## config.mk

```make
export PLATFORM = sky130hd
export DESIGN_NAME = lb_master_flat
export DESIGN_NICKNAME = d
export VERILOG_FILES = /design/src/rtl/lb_pkg.sv /design/src/rtl/lb_master_if.sv /design/src/rtl/lb_master.sv /design/src/flat_wrapper.sv
export SDC_FILE = /design/constraint.sdc
export NUM_CORES = 1
export LEC_CHECK = 0
export ABC_AREA = 1
export CORE_MARGIN = 2
export CORE_UTILIZATION = 45
export DETAILED_ROUTE_END_ITERATION = 7
export HOLD_SLACK_MARGIN = 0.02
export PLACE_DENSITY = 0.86
export SLEW_MARGIN = 25
export SYNTH_ARGS = -nofsm -noshare
export SYNTH_HDL_FRONTEND = slang
export SYNTH_SLANG_ARGS = --single-unit
```

## constraint.sdc

```tcl
create_clock -name clk -period 2.6 [get_ports clk]
set_input_delay 0.52 -clock clk [delete_from_list [all_inputs] [get_ports clk]]
set_output_delay 0.52 -clock clk [all_outputs]
set_load 0.1 [all_outputs]
```

## src/rtl/lb_pkg.sv

```systemverilog
// lb_pkg: shared localbus constants and the lb_master FSM state type.
//   LBCWIDTH/LBAWIDTH/LBDWIDTH : default ctrl/addr/data field widths
//   WRITECMD/READCMD           : default ctrl codes placed in the command word
//   lbm_state_t                : initiator FSM states
package lb_pkg;
  localparam int LBCWIDTH = 8;
  localparam int LBAWIDTH = 24;
  localparam int LBDWIDTH = 32;
  localparam int WRITECMD = 1;
  localparam int READCMD  = 0;

  typedef enum logic [1:0] {
    IDLE  = 2'd0,
    ISSUE = 2'd1,
    WAIT  = 2'd2,
    RESP  = 2'd3
  } lbm_state_t;
endpackage

```

## src/rtl/lb_master_if.sv

```systemverilog
// lb_master_if: request, localbus and response signals of the localbus initiator.
//   request  : req_valid/req_ready/req_write/req_addr/req_wdata
//   localbus : lb_wcmd/lb_wvalid (command out), lb_rcmd/lb_rready (echo in)
//   response : rsp_valid/rsp_ready/rsp_write/rsp_addr/rsp_rdata/rsp_err
// modport master is the initiator's view, slave is host + responder.
interface lb_master_if #(
  parameter int LBCWIDTH = lb_pkg::LBCWIDTH,
  parameter int LBAWIDTH = lb_pkg::LBAWIDTH,
  parameter int LBDWIDTH = lb_pkg::LBDWIDTH
);
  localparam int LBW = LBCWIDTH + LBAWIDTH + LBDWIDTH;

  logic                req_valid;
  logic                req_ready;
  logic                req_write;
  logic [LBAWIDTH-1:0] req_addr;
  logic [LBDWIDTH-1:0] req_wdata;

  logic [LBW-1:0]      lb_wcmd;
  logic                lb_wvalid;
  logic [LBW-1:0]      lb_rcmd;
  logic                lb_rready;

  logic                rsp_valid;
  logic                rsp_ready;
  logic                rsp_write;
  logic [LBAWIDTH-1:0] rsp_addr;
  logic [LBDWIDTH-1:0] rsp_rdata;
  logic                rsp_err;

  modport master (
    input  req_valid, req_write, req_addr, req_wdata, lb_rcmd, lb_rready, rsp_ready,
    output req_ready, lb_wcmd, lb_wvalid, rsp_valid, rsp_write, rsp_addr, rsp_rdata, rsp_err
  );

  modport slave (
    output req_valid, req_write, req_addr, req_wdata, lb_rcmd, lb_rready, rsp_ready,
    input  req_ready, lb_wcmd, lb_wvalid, rsp_valid, rsp_write, rsp_addr, rsp_rdata, rsp_err
  );
endinterface

```

## src/rtl/lb_master.sv

```systemverilog
// lb_master: single-outstanding localbus initiator.
// Takes one request, issues a one-cycle {ctrl,addr,data} command, waits for the
// responder echo (or a timeout) and presents the result on the response port.
//   clk, rstn     : clock, asynchronous active-low reset
//   bus (master)  : request / localbus / response signals (see lb_master_if)
//   stat_timeouts : saturating count of timed-out transactions
module lb_master #(
  parameter int LBCWIDTH = lb_pkg::LBCWIDTH,
  parameter int LBAWIDTH = lb_pkg::LBAWIDTH,
  parameter int LBDWIDTH = lb_pkg::LBDWIDTH,
  parameter int WRITECMD = lb_pkg::WRITECMD,
  parameter int READCMD  = lb_pkg::READCMD,
  parameter int TIMEOUT  = 64
) (
  input  logic        clk,
  input  logic        rstn,
  lb_master_if.master bus,
  output logic [15:0] stat_timeouts
);
  localparam int LBW = LBCWIDTH + LBAWIDTH + LBDWIDTH;
  localparam int CW  = $clog2(TIMEOUT);
  localparam logic [CW-1:0] TMO_LAST = CW'(TIMEOUT - 1);

  lb_pkg::lbm_state_t state, state_nx;
  logic [CW-1:0]       tmo_cnt;
  logic                accept, echo_hit, tmo_hit, echo_bad;
  logic [LBCWIDTH-1:0] req_ctrl;

  assign bus.req_ready = (state == lb_pkg::IDLE);
  assign accept        = bus.req_ready && bus.req_valid;
  assign req_ctrl      = bus.req_write ? LBCWIDTH'(WRITECMD) : LBCWIDTH'(READCMD);

  // lb_wcmd holds the issued command for the whole transaction, so the echo
  // is checked against it directly instead of a separate copy.
  assign echo_bad = (bus.lb_rcmd[LBW-1 -: LBCWIDTH] != bus.lb_wcmd[LBW-1 -: LBCWIDTH]) ||
                    (bus.lb_rcmd[LBDWIDTH +: LBAWIDTH] != bus.lb_wcmd[LBDWIDTH +: LBAWIDTH]);

  always_ff @(posedge clk or negedge rstn) begin
    if (!rstn) state <= lb_pkg::IDLE;
    else       state <= state_nx;
  end

  // Echo beats timeout when both land in the same cycle.
  always_comb begin
    state_nx = state;
    echo_hit = 1'b0;
    tmo_hit  = 1'b0;
    case (state)
      lb_pkg::IDLE:  if (bus.req_valid) state_nx = lb_pkg::ISSUE;
      lb_pkg::ISSUE: begin
        echo_hit = bus.lb_rready;
        state_nx = bus.lb_rready ? lb_pkg::RESP : lb_pkg::WAIT;
      end
      lb_pkg::WAIT: begin
        if (bus.lb_rready) begin
          echo_hit = 1'b1;
          state_nx = lb_pkg::RESP;
        end else if (tmo_cnt == TMO_LAST) begin
          tmo_hit  = 1'b1;
          state_nx = lb_pkg::RESP;
        end
      end
      lb_pkg::RESP:  if (bus.rsp_ready) state_nx = lb_pkg::IDLE;
      default:       state_nx = lb_pkg::IDLE;
    endcase
  end

  always_ff @(posedge clk or negedge rstn) begin
    if (!rstn) begin
      bus.lb_wvalid <= 1'b0;
      bus.lb_wcmd   <= '0;
      bus.rsp_valid <= 1'b0;
      bus.rsp_write <= 1'b0;
      bus.rsp_addr  <= '0;
      bus.rsp_rdata <= '0;
      bus.rsp_err   <= 1'b0;
      stat_timeouts <= '0;
      tmo_cnt       <= '0;
    end else begin
      bus.lb_wvalid <= accept;
      if (accept) begin
        bus.lb_wcmd   <= {req_ctrl, bus.req_addr, bus.req_write ? bus.req_wdata : '0};
        bus.rsp_write <= bus.req_write;
        bus.rsp_addr  <= bus.req_addr;
      end
      if (state == lb_pkg::ISSUE)     tmo_cnt <= '0;
      else if (state == lb_pkg::WAIT) tmo_cnt <= tmo_cnt + 1'b1;
      if (echo_hit) begin
        bus.rsp_valid <= 1'b1;
        bus.rsp_err   <= echo_bad;
        bus.rsp_rdata <= bus.lb_rcmd[LBDWIDTH-1:0];
      end else if (tmo_hit) begin
        bus.rsp_valid <= 1'b1;
        bus.rsp_err   <= 1'b1;
        bus.rsp_rdata <= '0;
        if (stat_timeouts != 16'hFFFF) stat_timeouts <= stat_timeouts + 16'd1;
      end else if (state == lb_pkg::RESP && bus.rsp_ready) begin
        bus.rsp_valid <= 1'b0;
      end
    end
  end
endmodule
```

## src/flat_wrapper.sv

```systemverilog
// flat-port wrapper written by rule: the top's interface ports become plain ports
module lb_master_flat 
#(
  parameter int LBCWIDTH = lb_pkg::LBCWIDTH,
  parameter int LBAWIDTH = lb_pkg::LBAWIDTH,
  parameter int LBDWIDTH = lb_pkg::LBDWIDTH,
  parameter int WRITECMD = lb_pkg::WRITECMD,
  parameter int READCMD  = lb_pkg::READCMD,
  parameter int TIMEOUT  = 64
)
  (clk, rstn, stat_timeouts, bus_req_valid, bus_req_write, bus_req_addr, bus_req_wdata, bus_lb_rcmd, bus_lb_rready, bus_rsp_ready, bus_req_ready, bus_lb_wcmd, bus_lb_wvalid, bus_rsp_valid, bus_rsp_write, bus_rsp_addr, bus_rsp_rdata, bus_rsp_err);
  lb_master_if #(.LBCWIDTH(LBCWIDTH), .LBAWIDTH(LBAWIDTH), .LBDWIDTH(LBDWIDTH)) bus_i ();
  input  logic clk;
  input  logic rstn;
  output logic [15:0] stat_timeouts;
  input wire logic [$bits(bus_i.req_valid)-1:0] bus_req_valid;
  input wire logic [$bits(bus_i.req_write)-1:0] bus_req_write;
  input wire logic [$bits(bus_i.req_addr)-1:0] bus_req_addr;
  input wire logic [$bits(bus_i.req_wdata)-1:0] bus_req_wdata;
  input wire logic [$bits(bus_i.lb_rcmd)-1:0] bus_lb_rcmd;
  input wire logic [$bits(bus_i.lb_rready)-1:0] bus_lb_rready;
  input wire logic [$bits(bus_i.rsp_ready)-1:0] bus_rsp_ready;
  output wire logic [$bits(bus_i.req_ready)-1:0] bus_req_ready;
  output wire logic [$bits(bus_i.lb_wcmd)-1:0] bus_lb_wcmd;
  output wire logic [$bits(bus_i.lb_wvalid)-1:0] bus_lb_wvalid;
  output wire logic [$bits(bus_i.rsp_valid)-1:0] bus_rsp_valid;
  output wire logic [$bits(bus_i.rsp_write)-1:0] bus_rsp_write;
  output wire logic [$bits(bus_i.rsp_addr)-1:0] bus_rsp_addr;
  output wire logic [$bits(bus_i.rsp_rdata)-1:0] bus_rsp_rdata;
  output wire logic [$bits(bus_i.rsp_err)-1:0] bus_rsp_err;
  assign bus_i.req_valid = bus_req_valid;
  assign bus_i.req_write = bus_req_write;
  assign bus_i.req_addr = bus_req_addr;
  assign bus_i.req_wdata = bus_req_wdata;
  assign bus_i.lb_rcmd = bus_lb_rcmd;
  assign bus_i.lb_rready = bus_lb_rready;
  assign bus_i.rsp_ready = bus_rsp_ready;
  assign bus_req_ready = bus_i.req_ready;
  assign bus_lb_wcmd = bus_i.lb_wcmd;
  assign bus_lb_wvalid = bus_i.lb_wvalid;
  assign bus_rsp_valid = bus_i.rsp_valid;
  assign bus_rsp_write = bus_i.rsp_write;
  assign bus_rsp_addr = bus_i.rsp_addr;
  assign bus_rsp_rdata = bus_i.rsp_rdata;
  assign bus_rsp_err = bus_i.rsp_err;
  lb_master #(.LBCWIDTH(LBCWIDTH), .LBAWIDTH(LBAWIDTH), .LBDWIDTH(LBDWIDTH), .WRITECMD(WRITECMD), .READCMD(READCMD), .TIMEOUT(TIMEOUT)) u_core (.clk(clk), .rstn(rstn), .bus(bus_i), .stat_timeouts(stat_timeouts));
endmodule
```

## After elaboration in Yosys (flattened, before gate mapping)

Index checks and enable logic that the tools add are counted.
Widths: inputs -> output; s select.

| cells by class | value |
|---|---|
| $add $sub $neg | 2 |
| eq/ne operators | 10 |
| mux-type cells | 22 |
| bitwise gates (word level) | 1 |
| reductions and logical operators | 9 |

Operators with widths:

| kind | number |
|---|---|
| $mux 32 | 3 |
| $ne 24x24->1 | 1 |
| $add 16x1->16 const B | 1 |
| $ne 16x16->1 const B | 1 |
| $mux 6 | 2 |
| $mux 1 | 11 |
| $mux 2 | 4 |
| $ne 8x8->1 | 1 |
| $pmux 2 s4 | 1 |
| $add 6x1->6 const B | 1 |
| $eq 6x6->1 const B | 1 |
| $reduce_and 3->1 | 2 |
| $eq 2x2->1 const B | 2 |
| $ne 2x2->1 const B | 2 |
| $reduce_bool 2->1 | 2 |
| $ne 3x2->1 const B | 1 |
| $reduce_bool 3->1 | 1 |
| $eq 2x1->1 const B | 1 |
| $logic_and 1x1->1 | 2 |
| $logic_not 2->1 | 1 |
| $pmux 1 s2 | 1 |
| $logic_or 1x1->1 | 1 |
| $not 1->1 | 1 |

| word-level totals | value |
|---|---|
| flip-flop bits (word level) | 148 |
| output and inout bits | 141 |
| word-level logic and storage cells | 54 |

## Depth between registers and ports, before layout

| depth | value |
|---|---|
| word-level depth | 6 |
| gate-level depth with buffers | 11 |
| depth with buffers taken out | 10 |

## Worst setup path before layout

Ideal clock, no wire load.

| path | value |
|---|---|
| path kind | reg2reg |
| start point | reg u_core.state[0] |
| end point | reg u_core.bus.lb_wcmd[55] |
| setup time | 0.128 ns |
| arrival time | 2.245 ns |
| path slack | 0.227 ns |
| cell stages (with the launch flop) | 8 |
| cells stage by stage | dfrtp_1 inv_1 ha_1 nand2_1 inv_1 clkbuf_1 buf_2 o21ai_0 |

| on the way | value |
|---|---|
| longest elaborated chain between the ends | 2 |

RTL lines:

| what | RTL line | text |
|---|---|---|
| from (decl) | lb_master.sv:24 | `lb_pkg::lbm_state_t state, state_nx;` |
| from (signal assigned) | lb_master.sv:39 | `if (!rstn) state <= lb_pkg::IDLE;` |
| from (signal assigned) | lb_master.sv:40 | `else state <= state_nx;` |
| $logic_not 2->1 | lb_master.sv:29 | `assign bus.req_ready = (state == lb_pkg::IDLE);` |
| via bus_req_ready | flat_wrapper.sv:23 | `output wire logic [$bits(bus_i.req_ready)-1:0] bus_req_ready;` |
| $logic_and 1x1->1 | lb_master.sv:30 | `assign accept = bus.req_ready && bus.req_valid;` |
| via u_core.accept | lb_master.sv:26 | `logic accept, echo_hit, tmo_hit, echo_bad;` |
| to (signal assigned) | lb_master.sv:82 | `bus.lb_wcmd <= {req_ctrl, bus.req_addr, bus.req_write ? bus.req_wdata : '0};` |
| to (decl) | lb_master_if.sv:33 | `output req_ready, lb_wcmd, lb_wvalid, rsp_valid, rsp_write, rsp_addr, rsp_rdata, rsp_err` |

The timed path passes the listed nets, and every way through them passes these cells.
A chain may end at the register's enable or synchronous reset.

## Worst setup path after layout

| path | value |
|---|---|
| start point | reg u_core.state[0] |
| end point | out bus_req_ready |

| on the way | value |
|---|---|
| longest elaborated chain between the ends | 1 |

RTL lines:

| what | RTL line |
|---|---|
| $logic_not 2->1 | lb_master.sv:29 |
| to (decl) | flat_wrapper.sv:23 |

No other way between the ends.

==> results.txt <==
----------------------------------------------------
[Clock tree]
  Depth of the CTS H-tree ... 4
  Clock tree sinks ... 116
  Number of buffers created by CTS ... 17
  Clock tree from TritonCTS ... built
  Clock latency of the later-clocked register in the worst-skew pair ... 0.40 ns
  Post-CTS setup buffer count ... 0
  Post-CTS sizing ... 0
  Clock root buffer ... clkbuf_16
  Number of buffers on the longest clock path ... 2
  Quantity of hold-fixing buffers added after cts ... 0
  Clk pin slew, worst setup/hold paths ... 0.05 ns

[Setup path]
  Biggest fanout along the worst timing path ... 6
  Worst setup path category ... reg2out
  Data required time at the worst endpoint ... 2.08 ns
  Kind of end point of the critical path ... output pin
  Source of the critical timing path ... u_core.state[0]$_DFFE_PN0P_
  Type of origin of the critical path ... flip-flop
  R2R Path Start ... u_core.state[0]$_DFFE_PN0P_
  Crit-path leading delay family ... buffers and inverters
  WP buf/inv ... 2
  Slowest Stage Delay on Critical Path ... 0.43 ns
  Worst-path cell with the longest stage delay ... dfrtp_1
  CP arrival ... 1.51 ns
  Worst-path cell chain ... inv_1 > ha_1 > buf_4

[Cells and area]
  Register cell area after layout ... 2900 um^2
  Area occupied by multi-input gates ... 2250 um^2
  Number of inserted filler cells in the final layout ... 1010
  Diode insertion count for antenna repair ... 0
  Area added between synthesis and finish ... 49.6%
  Share of layout cells above drive strength 1 ... 18.4%
  Final net count ... 1114
  Most common library cell in the layout ignoring fill and taps ... nand2_1
  Most frequent cells in the layout ... nand2_1 (314), buf_4 (143), clkdlybuf4s50_1 (124)

[Timing]
  Summed negative setup slack over all endpoints ... 0 ns
  Max transition margin ... 63.9%
  Count of pins over their slew limit ... 0
  Final period utilization ... 78.2%
  Max Fclk ... 492 MHz
  Final critical-path required period ... 2.03 ns
  Slew at the pin closest to its max-slew limit ... 0.541 ns
  Clock Skew ... 0.00642 ns
  Final hold viol count ... 0
  Number of failing setup endpoints in the final timing report ... 0
  Unrepaired setup endpoints after global routing ... false
  Min setup slack post-route ... 0.567 ns

[Placed design]
  Detailed placement HPWL ... 11.6 mm
  Setup slack at placement ... 0.631 ns
  RD Place Congestion ... 0.837
  Total of buffers placed on input and output ports ... 259

[Routing]
  Detailed Route WL ... 15.7 mm
  DRT antenna net count ... 0
  Routed len/inst ... 13.4 um
  Length of the first detailed-routing pass in iterations ... 4
  Remaining routing DRC violations ... 0
  Detailed Route Iter0 Violations ... 317
  Count of vias placed by the detailed router ... 5462
  Via density ... 4.68

[Min path]
  Worst hold-check path type ... in2async

[Yosys]
  Seq/Total Area, Yosys ... 50.4%
  Most used flip-flop cell after synthesis ... dfrtp_1
  Post-synthesis sequential element count ... 116
  Fraction of registers with async set or reset after synthesis ... 100%
  Synth Area per Inst ... 7.69 um^2
  Synth Instances ... 749
  Post-synthesis instance area ... 5760 um^2
  Count of flip-flops with a built-in enable after synthesis ... 0
  Library cells used by synthesis ... 32
  Number of warnings printed during yosys synthesis ... 0

[Die]
  Floorplan row count ... 41
  Area of the die ... 13700 um^2
  Number of ports placed on the die boundary ... 267
  Die X-Extent ... 117 um
  Die height ... 117 um
  Core area ... 12600 um^2
  Starting density of the core ... 45.8%

[Flow run]
  Max_cap viols ... 0

[Run status]
  Run status ... finished, final reports clean

[GRT]
  First-pass GRT wire length ... 24.6 mm
  Total congestion overflow ... 0
  Total routing resource utilization after global routing ... 23.2%
  Antenna violations before repair ... 0
  Number of global-route vias before repair ... 5182
  Largest net degree at the start of global routing ... 79

----------------------------------------------------
[cell families after synthesis]
family | Yosys count | synth area share, %
simple gates | 411 | 28.7
buf+inv | 131 | 11.1
flops | 116 | 50.4
compound gates | 72 | 6.58
xor+xnor | 11 | 1.67
fa+ha+maj | 7 | 1.52
other cells | 1 | 0.0651
[per-stage QoR]
step / utilization (%) / instances / instance area (um^2) / hold WS (ns)
6_report: 68.6 / 1166 / 8620 / 0.126
4_1_cts: 68.6 / 1166 / 8620 / 0.148
5_1_grt: 68.6 / 1166 / 8620 / 0.157
2_1_floorplan: - / 755 / 5780 / 0.224
3_5_place_dp: 63.4 / 1134 / 7970 / 0.460
3_3_place_gp: 63.4 / 1134 / 7970 / 0.455
[metal layers]
| layer | vias to the layer above | track usage [%] | wire (um) |
|---|---|---|---|
| met3 | 23 | 7.78 | 1270 |
| met5 | - | 0 | 0 |
| met1 | 2506 | 27.1 | 6420 |
| li1 | 2738 | - | - |
| met4 | 0 | 7.69 | 262 |
| met2 | 195 | 40.0 | 7720 |
[path summary, 6_finish.rpt]
| path | end | slack [ns] | depth (start not counted) |
|---|---|---|---|
| worst min register to register | u_core.bus.rsp_rdata[16]$_DFFE_PN0P_ | 0.47 | 2 |
| min in group clk | u_core.bus.rsp_rdata[16]$_DFFE_PN0P_ | 0.47 | 2 |
| worst max-delay path | bus_req_ready | 0.57 | 3 |
| max in group asynchronous | u_core.bus.rsp_addr[0]$_DFFE_PN0P_ | 2.04 | 2 |
| worst min-delay path | u_core.bus.lb_wcmd[10]$_DFFE_PN0P_ | 0.13 | 2 |
| worst max register to register | u_core.bus.rsp_rdata[0]$_DFFE_PN0P_ | 0.67 | 9 |
[cell type report]
cell class	instances	area share (%)
Clock buffer	23	5.55
Clock inverter	9	2.02
Inverter	70	3.08
Multi-Input combinational cell	508	26.1
Sequential cell	116	33.7
Tap cell	172	2.50
Timing Repair Buffer	268	27.1
[worst reg2reg max path, stage by stage (launching register included)]
cell and delay [ns]:
dfrtp_1 0.42, inv_1 0.11, ha_1 0.33, buf_4 0.21, nand2_1 0.14, nand2_1 0.10, inv_1 0.06, buf_4 0.31
nand2_1 0.12, nand2_1 0.07
[cell usage after synthesis, types with 2 or more instances]
library cell | number | area (um^2)
a21oi_1 | 3 | 15.0
buf_2 | 6 | 30.0
buf_4 | 32 | 240
buf_6 | 2 | 22.5
clkbuf_1 | 20 | 75.1
dfrtp_1 | 116 | 2900
ha_1 | 7 | 87.6
inv_1 | 69 | 259
nand2_1 | 315 | 1180
nand2_2 | 3 | 18.8
nand3_1 | 41 | 205
nand4_1 | 5 | 31.3
nor2_1 | 37 | 139
nor2_4 | 2 | 22.5
nor3_1 | 3 | 15.0
o21ai_0 | 63 | 315
xnor2_1 | 4 | 35.0
xor2_1 | 7 | 61.3
[sequential cells by signal, indices dropped and copies added (netlist names), 2 cells and up]
signal,count
u_core.bus.lb_wcmd,34
u_core.bus.rsp_rdata,32
u_core.bus.rsp_addr,23
u_core.stat_timeouts,16
u_core.tmo_cnt,6
u_core.state,2
Power is not shown: default switching activity piles up to over one toggle a cycle in this logic, so the estimate is an artifact.
